===== config.mk =====
export PLATFORM = sky130hd
export DESIGN_NAME = mem_stage_flat
export DESIGN_NICKNAME = d
export VERILOG_FILES = /design/src/rtl/core_pkg.sv /design/src/rtl/mem_stage_if.sv /design/src/rtl/mem_stage_access_fsm.sv /design/src/rtl/mem_stage.sv /design/src/flat_wrapper.sv
export SDC_FILE = /design/constraint.sdc
export NUM_CORES = 1
export LEC_CHECK = 0
export ABC_AREA = 1
export CAP_MARGIN = 20
export CORE_MARGIN = 2
export CORE_UTILIZATION = 44
export CTS_CLUSTER_SIZE = 14
export DETAILED_ROUTE_END_ITERATION = 12
export HOLD_SLACK_MARGIN = 0.08
export PLACE_DENSITY = 0.86
export SYNTH_ARGS = -nofsm -noshare
export SYNTH_HDL_FRONTEND = slang
export SYNTH_HIERARCHICAL = 1
export SYNTH_SLANG_ARGS = --single-unit

===== constraint.sdc =====
create_clock -name clk -period 2.6 [get_ports clk]
set_input_delay 0.78 -clock clk [delete_from_list [all_inputs] [get_ports clk]]
set_output_delay 0.78 -clock clk [all_outputs]
set_load 0.02 [all_outputs]

===== src/rtl/core_pkg.sv =====
// Shared definitions for the 16-bit core pipeline: MEM access FSM states,
// the load opcode, forwarding-select codes and the default memory timeout.
// No logic; imported by the MEM stage and its sub-module.
package core_pkg;

    typedef enum logic [1:0] {
        IDLE = 2'b00,
        REQ  = 2'b01,
        DONE = 2'b10
    } mem_state_t;

    localparam logic [3:0] OP_LOAD = 4'b1001;

    // Forwarding mux selects used by the EX stage operand muxes
    localparam logic [1:0] FORWARD_EX_RES  = 2'b10;
    localparam logic [1:0] FORWARD_MEM_RES = 2'b11;
    localparam logic [1:0] FORWARD_WB_RES  = 2'b01;

    // Default cycles to wait for mem_ack when the timeout build is enabled
    localparam int unsigned TIMEOUT_CYCLES_DEF = 16;

endpackage


===== src/rtl/mem_stage_if.sv =====
// Data-memory request/acknowledge bus between the MEM stage and memory.
// master: MEM stage (drives req/we/addr/wdata); slave: memory (drives rdata/ack).
// mem_ack is a one-cycle completion pulse; mem_rdata is valid with it.
interface mem_stage_if;
    logic        mem_req;
    logic        mem_we;
    logic [15:0] mem_addr;
    logic [15:0] mem_wdata;
    logic [15:0] mem_rdata;
    logic        mem_ack;

    modport master (
        output mem_req, mem_we, mem_addr, mem_wdata,
        input  mem_rdata, mem_ack
    );

    modport slave (
        input  mem_req, mem_we, mem_addr, mem_wdata,
        output mem_rdata, mem_ack
    );
endinterface


===== src/rtl/mem_stage_access_fsm.sv =====
// Data-memory access FSM: issues one request per memory op, holds it until ack.
// Ports: clk/rst, i_mop/i_addr/i_wdata/i_we request, mem bus (master),
//        o_state, o_rbuf read buffer, o_err (only with MEM_TIMEOUT_EN).
// Latency: request registered one cycle after issue; DONE follows the ack cycle.
module mem_access_fsm
    import core_pkg::*;
#(
    parameter int unsigned TIMEOUT_CYCLES = TIMEOUT_CYCLES_DEF
)
(
    input  logic               clk,
    input  logic               rst,
    input  logic               i_mop,
    input  logic [15:0]        i_addr,
    input  logic [15:0]        i_wdata,
    input  logic               i_we,
    mem_stage_if.master        mem,
    output mem_state_t         o_state,
    output logic [15:0]        o_rbuf
`ifdef MEM_TIMEOUT_EN
   ,output logic               o_err
`endif
);

    mem_state_t  r_state;
    logic [15:0] r_rbuf;

`ifdef MEM_TIMEOUT_EN
    localparam int CW = $clog2(TIMEOUT_CYCLES + 1);
    logic [CW-1:0] r_cnt;
    logic          r_err;
    assign o_err = r_err;
`endif

    always_ff @(posedge clk or posedge rst) begin
        if (rst) begin
            r_state       <= IDLE;
            mem.mem_req   <= 1'b0;
            mem.mem_we    <= 1'b0;
            mem.mem_addr  <= 16'h0000;
            mem.mem_wdata <= 16'h0000;
            r_rbuf        <= 16'h0000;
`ifdef MEM_TIMEOUT_EN
            r_cnt         <= '0;
            r_err         <= 1'b0;
`endif
        end else begin
            case (r_state)
                IDLE: begin
                    if (i_mop) begin
                        mem.mem_addr  <= i_addr;
                        mem.mem_wdata <= i_wdata;
                        mem.mem_we    <= i_we;
                        mem.mem_req   <= 1'b1;
                        r_state       <= REQ;
`ifdef MEM_TIMEOUT_EN
                        r_cnt         <= '0;
`endif
                    end
                end
                REQ: begin
                    // Ack takes priority over an expiring timeout
                    if (mem.mem_ack) begin
                        r_rbuf      <= mem.mem_rdata;
                        mem.mem_req <= 1'b0;
                        r_state     <= DONE;
                    end
`ifdef MEM_TIMEOUT_EN
                    else if (r_cnt == CW'(TIMEOUT_CYCLES - 1)) begin
                        r_rbuf      <= 16'hFFFF;
                        r_err       <= 1'b1;
                        mem.mem_req <= 1'b0;
                        r_state     <= DONE;
                    end else begin
                        r_cnt <= r_cnt + 1'b1;
                    end
`endif
                end
                DONE:    r_state <= IDLE;
                default: r_state <= IDLE;
            endcase
        end
    end

    assign o_state = r_state;
    assign o_rbuf  = r_rbuf;

endmodule


===== src/rtl/mem_stage.sv =====
// MEM pipeline stage: data-memory loads/stores plus the MEM/WB register.
// Ports: clk/rst; EX/MEM fields in (alu_res, ex_*, opcode_ex_mem); mem bus
//        (master); stall_mem_ready; MEM/WB fields out; frwd_res_wb; mem_err
//        only when MEM_TIMEOUT_EN is defined.
// Latency: non-memory ops 1 cycle; memory ops stall (ack latency + 1) cycles.
module mem_stage
    import core_pkg::*;
#(
    parameter int unsigned TIMEOUT_CYCLES = TIMEOUT_CYCLES_DEF
)
(
    input  logic        clk,
    input  logic        rst,
    input  logic [15:0] alu_res,
    input  logic [15:0] ex_store_data,
    input  logic [2:0]  ex_op_dest,
    input  logic        ex_mem_write_en,
    input  logic        ex_wb_mux,
    input  logic        ex_wb_en,
    input  logic [3:0]  opcode_ex_mem,
    output logic        stall_mem_ready,
    mem_stage_if.master mem_bus,
    output logic [15:0] wb_res,
    output logic [2:0]  wb_op_dest,
    output logic        wb_wb_en,
    output logic [3:0]  opcode_mem_wb,
    output logic [15:0] frwd_res_wb
`ifdef MEM_TIMEOUT_EN
   ,output logic        mem_err
`endif
);

    logic        w_mop;
    logic        w_stall;
    mem_state_t  w_state;
    logic [15:0] w_rbuf;

    logic [15:0] r_wb_res;
    logic [2:0]  r_wb_op_dest;
    logic        r_wb_wb_en;
    logic [3:0]  r_opcode_mem_wb;

    assign w_mop = ex_mem_write_en | (opcode_ex_mem == OP_LOAD);

    // The instruction stays in EX/MEM until the DONE cycle, when it retires.
    // Only state and EX/MEM fields feed this; mem_ack has no combinational path.
    assign w_stall = w_mop & (w_state != DONE);

    mem_access_fsm #(
        .TIMEOUT_CYCLES (TIMEOUT_CYCLES)
    ) u_fsm (
        .clk     (clk),
        .rst     (rst),
        .i_mop   (w_mop),
        .i_addr  (alu_res),
        .i_wdata (ex_store_data),
        .i_we    (ex_mem_write_en),
        .mem     (mem_bus),
        .o_state (w_state),
        .o_rbuf  (w_rbuf)
`ifdef MEM_TIMEOUT_EN
       ,.o_err   (mem_err)
`endif
    );

    always_ff @(posedge clk or posedge rst) begin
        if (rst) begin
            r_wb_res        <= 16'h0000;
            r_wb_op_dest    <= 3'd0;
            r_wb_wb_en      <= 1'b0;
            r_opcode_mem_wb <= 4'h0;
        end else if (w_stall) begin
            // Bubble: kill write enable and opcode, keep data/dest as-is
            r_wb_wb_en      <= 1'b0;
            r_opcode_mem_wb <= 4'h0;
        end else begin
            r_wb_res        <= ex_wb_mux ? w_rbuf : alu_res;
            r_wb_op_dest    <= ex_op_dest;
            r_wb_wb_en      <= ex_wb_en;
            r_opcode_mem_wb <= opcode_ex_mem;
        end
    end

    assign stall_mem_ready = w_stall;
    assign wb_res          = r_wb_res;
    assign frwd_res_wb     = r_wb_res;
    assign wb_op_dest      = r_wb_op_dest;
    assign wb_wb_en        = r_wb_wb_en;
    assign opcode_mem_wb   = r_opcode_mem_wb;

endmodule


===== src/flat_wrapper.sv =====
// flat-port wrapper written by rule: the top's interface ports become plain ports
module mem_stage_flat import core_pkg::*;
#(
    parameter int unsigned TIMEOUT_CYCLES = TIMEOUT_CYCLES_DEF
)
  (clk, rst, alu_res, ex_store_data, ex_op_dest, ex_mem_write_en, ex_wb_mux, ex_wb_en, opcode_ex_mem, stall_mem_ready, wb_res, wb_op_dest, wb_wb_en, opcode_mem_wb, frwd_res_wb, mem_bus_mem_req, mem_bus_mem_we, mem_bus_mem_addr, mem_bus_mem_wdata, mem_bus_mem_rdata, mem_bus_mem_ack);
  mem_stage_if mem_bus_i ();
  input  logic clk;
  input  logic rst;
  input  logic [15:0] alu_res;
  input  logic [15:0] ex_store_data;
  input  logic [2:0] ex_op_dest;
  input  logic ex_mem_write_en;
  input  logic ex_wb_mux;
  input  logic ex_wb_en;
  input  logic [3:0] opcode_ex_mem;
  output logic stall_mem_ready;
  output logic [15:0] wb_res;
  output logic [2:0] wb_op_dest;
  output logic wb_wb_en;
  output logic [3:0] opcode_mem_wb;
  output logic [15:0] frwd_res_wb;
  output wire logic [$bits(mem_bus_i.mem_req)-1:0] mem_bus_mem_req;
  output wire logic [$bits(mem_bus_i.mem_we)-1:0] mem_bus_mem_we;
  output wire logic [$bits(mem_bus_i.mem_addr)-1:0] mem_bus_mem_addr;
  output wire logic [$bits(mem_bus_i.mem_wdata)-1:0] mem_bus_mem_wdata;
  input wire logic [$bits(mem_bus_i.mem_rdata)-1:0] mem_bus_mem_rdata;
  input wire logic [$bits(mem_bus_i.mem_ack)-1:0] mem_bus_mem_ack;
  assign mem_bus_mem_req = mem_bus_i.mem_req;
  assign mem_bus_mem_we = mem_bus_i.mem_we;
  assign mem_bus_mem_addr = mem_bus_i.mem_addr;
  assign mem_bus_mem_wdata = mem_bus_i.mem_wdata;
  assign mem_bus_i.mem_rdata = mem_bus_mem_rdata;
  assign mem_bus_i.mem_ack = mem_bus_mem_ack;
  mem_stage #(.TIMEOUT_CYCLES(TIMEOUT_CYCLES)) u_core (.clk(clk), .rst(rst), .alu_res(alu_res), .ex_store_data(ex_store_data), .ex_op_dest(ex_op_dest), .ex_mem_write_en(ex_mem_write_en), .ex_wb_mux(ex_wb_mux), .ex_wb_en(ex_wb_en), .opcode_ex_mem(opcode_ex_mem), .stall_mem_ready(stall_mem_ready), .mem_bus(mem_bus_i), .wb_res(wb_res), .wb_op_dest(wb_op_dest), .wb_wb_en(wb_wb_en), .opcode_mem_wb(opcode_mem_wb), .frwd_res_wb(frwd_res_wb));
endmodule

After elaboration in Yosys (flattened, before gate mapping)
Index checks and enable logic that the tools add are counted.
{ "word_totals": {"reg_bits": 76, "in_bits": 61, "output_inout_bits": 75, "word_cells": 32} }
{ "classes": {"eq_ne": 5, "mux": 9, "bitwise": 2, "reduce_logical": 6} }
{ "ops": {"columns": ["op", "count"], "rows": [
  ["$mux W16", 1],
  ["$reduce_and A2 Y1", 3],
  ["$eq A4 B4 Y1 const B", 1],
  ["$mux W2", 2],
  ["$mux W4", 1],
  ["$ne A2 B2 Y1 const B", 2],
  ["$pmux W2 S2", 1],
  ["$mux W1", 3],
  ["$reduce_and A3 Y1", 1],
  ["$eq A2 B1 Y1 const B", 1],
  ["$logic_not A2 Y1", 1],
  ["$ne A2 B1 Y1 const B", 1],
  ["$pmux W1 S2", 1],
  ["$reduce_bool A2 Y1", 1],
  ["$and A1 B1 Y1", 1],
  ["$or A1 B1 Y1", 1]
]} }

Depth between registers and ports, before layout
{ "depth": {"word_depth": 4, "mapped_depth": 10, "mapped_depth_nobuf": 7} }

Hierarchy
The synthesis kept the hierarchy.
{ "by_module_without_submodules": {"columns": ["module", "instances", "cells_per_inst", "area_each_um2", "seq_area_each_um2"], "rows": [
  ["mem_access_fsm", 1, 225, 2133.3, 1301.2],
  ["mem_stage", 1, 175, 1360.1, 600.6]
]} }

Worst setup path after synthesis
No wires, ideal clock.
{ "synth_path": {"path_kind": "input port to output port", "startpoint": "input port opcode_ex_mem[1]", "endpoint": "output port stall_mem_ready", "arrival_time_ps": 1296, "required_time_ps": 1820, "path_slack_ps": 524, "stages": 6, "n_path_buf": 1, "cell_sequence": "nor2_1 > nand2_1 > nand2_2 > nand2_2 > buf_6 > inv_8"} }
{ "synth_via": {"elab_chain_len": 3} }
{ "synth_lines": {"columns": ["item", "line", "source"], "rows": [
  ["start: declaration", "flat_wrapper.sv:16", "input logic [3:0] opcode_ex_mem;"],
  ["$eq A4 B4 Y1", "mem_stage.sv:43", "assign w_mop = ex_mem_write_en | (opcode_ex_mem == OP_LOAD);"],
  ["$or A1 B1 Y1", "mem_stage.sv:43", null],
  ["$and A1 B1 Y1", "mem_stage.sv:47", "assign w_stall = w_mop & (w_state != DONE);"],
  ["end: declaration", "flat_wrapper.sv:17", "output logic stall_mem_ready;"]
]} }
No other way between the ends.

Final worst setup path
{ "layout_path": {"startpoint": "input port opcode_ex_mem[3]", "endpoint": "output port stall_mem_ready"} }
The elaborated chain is that of the path after synthesis.

==> flow_summary.yaml <==
timing:
  grt_setup_unrepaired: "false"
  setup_ws_ns: 0.09024
  tightest_slew_ns: 0.5575
  post-route-period-util_pct: 96.53
  setup_viol: 0
  max_slew_margin_pct: 62.78
  worst_hold_slack_ns: 0.4716
  fmax_ghz: 0.3984
  min_period_ns: 2.510
  drv_slew: 0
  clock-skew-final_ns: 0.007831
  hold_viol_final: 0
setup_path:
  crit_end: "stall_mem_ready"
  critical-path-top-delay-family: "buffers and inverters"
  critPathSlowestCell: "clkdlybuf4s50_1"
  path_depth: 8
  cp.required_ns: 1.82
  reg2reg_slack_ns: 1.05
  worstPathCellList: "clkdlybuf4s50_1 -> nand2_1 -> inv_1 -> nand2_1 -> nand2_2 -> nand2_4 -> inv_8 -> buf_4"
  critical_path_class: "in2out"
  start_kind: "primary input"
  end_kind: "output pin"
  rr_worst_depth: 6
  r2r-end: "u_core/u_fsm/mem.mem_addr[11]"
  startpoint: "opcode_ex_mem[3]"
  arrival_ns: 1.73
  max_stage_delay_ns: 0.47
  cp_max_fo: 2
  r2r_start: "u_core/u_fsm/o_state[0]"
  crit_buf_inv: 4
  cp_common_cell: "nand2_1"
synth:
  yosys.area_share.simple_pct: 30.34
  synth-compound-area-share_pct: 2.436
  syn_inst: 400
  yosys_register_bits: 76
  syn_avg_cell_area_um2: 8.733
  synth_fa_ha_area_share_pct: 0
  seq_area_frac_synth_pct: 54.44
  synth_fp_nets: 461
  synth_area_leaders: "dfrtp_1 (54%), nand2_1 (17%), nand3_1 (7.4%), buf_4 (4.5%), inv_1 (2.9%)"
  synth_cell_types: 21
  synth-xor-area-share_pct: 0
  synth_top_family_by_area: "simple AND/OR/NAND/NOR gates"
  synth_top_area_share_pct: 54.44
  yosysTopAreaCell: "dfrtp_1"
  ys_warn_count: 6
  synth.mux.area_fraction_pct: 0
  synth.cell_area_mm2: 0.003493
die:
  row_count: 32
  dieHeight_um: 93.11
  design.core.area_mm2: 0.007727
  io_pins: 136
  dieArea_mm2: 0.008669
  initial_utilization_pct: 45.21
  die_w_um: 93.11
grt:
  grt_max_degree: 54
  antenna_found_initial: 0
  grtUsageTotal_pct: 20.17
  grt-ovfl-total: 0
  grt_pass1_wl_um: 13800
  grt_pass1_vias: 3002
power:
  power_switching_w: 0.002087
  p_int_w: 0.003268
  swShare_pct: 38.98
  clock_power_share_pct: 17.3
  p_leak_nw: 2.461
  irDropWorstVdd_mv: 0.5522
  seq_power_share_pct: 36.5
  p_comb_share_pct: 46.2
  power.density_mw_per_mm2: 1078
place:
  portBuffers: 135
  hpwlAfterDp_um: 6289
  place_congestion: 0.9481
  pre_cts_slack_ns: -0.4101
clock_network:
  ctsHtreeMaxLevel: 3
  post_cts_buffers: 0
  clkSinkCount: 76
  cts_buffer_depth: 2
  cts_buffers: 9
  ctsRootBufferMaster: "clkbuf_8"
  clock_latency_ns: 0.34
  hold_buffers: 0
  cts_tree: "yes"
  clk_pin_slew_ns: 0.08
drt:
  drc: 0
  drt-total-wl_um: 8674
  avgViaCountPerCell: 4.962
  vias: 3096
  firstDrtPassIters: 4
  ant_nets: 0
  wl_per_cell_um: 13.90
  detailedRoute.firstIterationViolations: 154
job:
  drv_cap: 0
hold_path:
  hold_path_class: "reg2reg"
layout:
  nNetsFinal: 578
  n_antenna_cell: 0
  layout-drive-gt1-share_pct: 8.046
  utilization_pct: 64.30
  syn2layout_area_growth_pct: 42.23
outcome:
  status: "complete, no violations"
Yosys cell counts, drive strengths merged:
cell    number
nand3       53
nor2         7
dfrtp       76
o21ai       17
clkbuf       7
nand2      161
inv         29
buf         34
nand4       16
sequential cells by signal, indices dropped and copies added, names as in the netlist:
name,flops
u_core/frwd_res_wb,16
u_core/u_fsm/mem.mem_addr,16
u_core/u_fsm/mem.mem_wdata,16
u_core/u_fsm/o_rbuf,16
u_core/opcode_mem_wb,4
u_core/wb_op_dest,3
u_core/u_fsm/o_state,2
u_core/u_fsm/mem.mem_req,1
u_core/u_fsm/mem.mem_we,1
u_core/wb_wb_en,1
routing by layer:
| metal | track usage, % | share of wire (%) | vias up |
|---|---|---|---|
| met5 | 0 | 0 | - |
| met4 | 6.127 | 1.2 | 0 |
| met3 | 3.384 | 5.6 | 9 |
| met2 | 35.63 | 51 | 114 |
| met1 | 25.43 | 42 | 1491 |
| li1 | - | - | 1482 |
placed cells by master (no fill, tap or decap):
| master | n |
|---|---|
| bufinv_16 | 1 |
| nand4_1 | 16 |
| buf_12 | 2 |
| nand2_2 | 1 |
| nor2_2 | 3 |
| inv_1 | 26 |
| clkdlybuf4s50_1 | 134 |
| buf_4 | 11 |
| dfrtp_1 | 76 |
| clkbuf_8 | 10 |
| o21ai_0 | 17 |
| nor2_8 | 1 |
| nor2_1 | 1 |
| clkinvlp_4 | 2 |
| nand3_4 | 1 |
| inv_6 | 2 |
| inv_8 | 1 |
| nor2_4 | 2 |
| nand2_4 | 2 |
| clkinv_4 | 1 |
| nand2_1 | 158 |
| inv_2 | 2 |
| nand3_1 | 52 |
cell families after synthesis:
kind of cell,Yosys count
AND/OR/NAND/NOR,237
flip-flops,76
buffers and inverters,70
AO/OA/AOI/OAI,17
what timing repair did:
| action | 4_1_cts | 5_1_grt |
|---|---|---|
| resized for setup | 4 | 2 |
| setup endpoints to repair | 1 | 1 |
| pin swaps | 0 | 0 |
metrics by stage:
| stage | instances | instance area (um2) | setup TNS [ns] | power (W) |
|---|---|---|---|---|
| after floorplan | 400 | 3493 | 0 | 0.003415 |
| after global placement | 608 | 4757 | -0.4002 | 0.004386 |
| after detailed placement | 608 | 4757 | -0.4101 | 0.004458 |
| after CTS | 624 | 4961 | 0 | 0.005391 |
| after global routing | 624 | 4969 | 0 | 0.005673 |
| final | 624 | 4969 | 0 | 0.005355 |
area by class of cell:
type                    instances  area, um2
well taps                     102      127.6
clock inverters                 6      71.32
repair buffers                147       1464
fillers                       630       2759
multi-input cells             254       1150
flip-flops and latches         76       1902
clock buffers                  10      137.6
inverters                      29      116.4
worst min-delay path by stage:
stage / from / slack (ns) / cells past startpoint / end
finish: u_core/u_fsm/mem.mem_wdata[3] / 0.47 / 2 / u_core/u_fsm/mem.mem_wdata[3]
global route: u_core/u_fsm/o_rbuf[1] / 0.49 / 2 / u_core/u_fsm/o_rbuf[1]
CTS: u_core/u_fsm/mem.mem_addr[15] / 0.48 / 2 / u_core/u_fsm/mem.mem_addr[15]
detailed placement: u_core/u_fsm/mem.mem_addr[15] / 0.46 / 2 / u_core/u_fsm/mem.mem_addr[15]
global placement: u_core/u_fsm/o_rbuf[14] / 0.45 / 2 / u_core/u_fsm/o_rbuf[14]
floorplan: u_core/u_fsm/o_rbuf[14] / 0.44 / 2 / u_core/u_fsm/o_rbuf[14]
tightest hold or removal path, delay by kind of cell (launching register included):
| family | cells | cell delay [ns] |
|---|---|---|
| flip-flops | 1 | 0.35 |
| AND/OR/NAND/NOR | 2 | 0.09 |
power groups by stage:
| stage | sequential [W] | combinational [W] | clock (W) |
|---|---|---|---|
| after global routing | 0.00201 | 0.00267 | 0.000990 |
| after CTS | 0.00195 | 0.00249 | 0.000947 |
| after floorplan | 0.00238 | 0.00103 | 0 |
| final | 0.00195 | 0.00248 | 0.000926 |
| after global placement | 0.00195 | 0.00244 | 0 |
| after detailed placement | 0.00197 | 0.00249 | 0 |
Note: power is estimated with default switching activity, not from simulation.
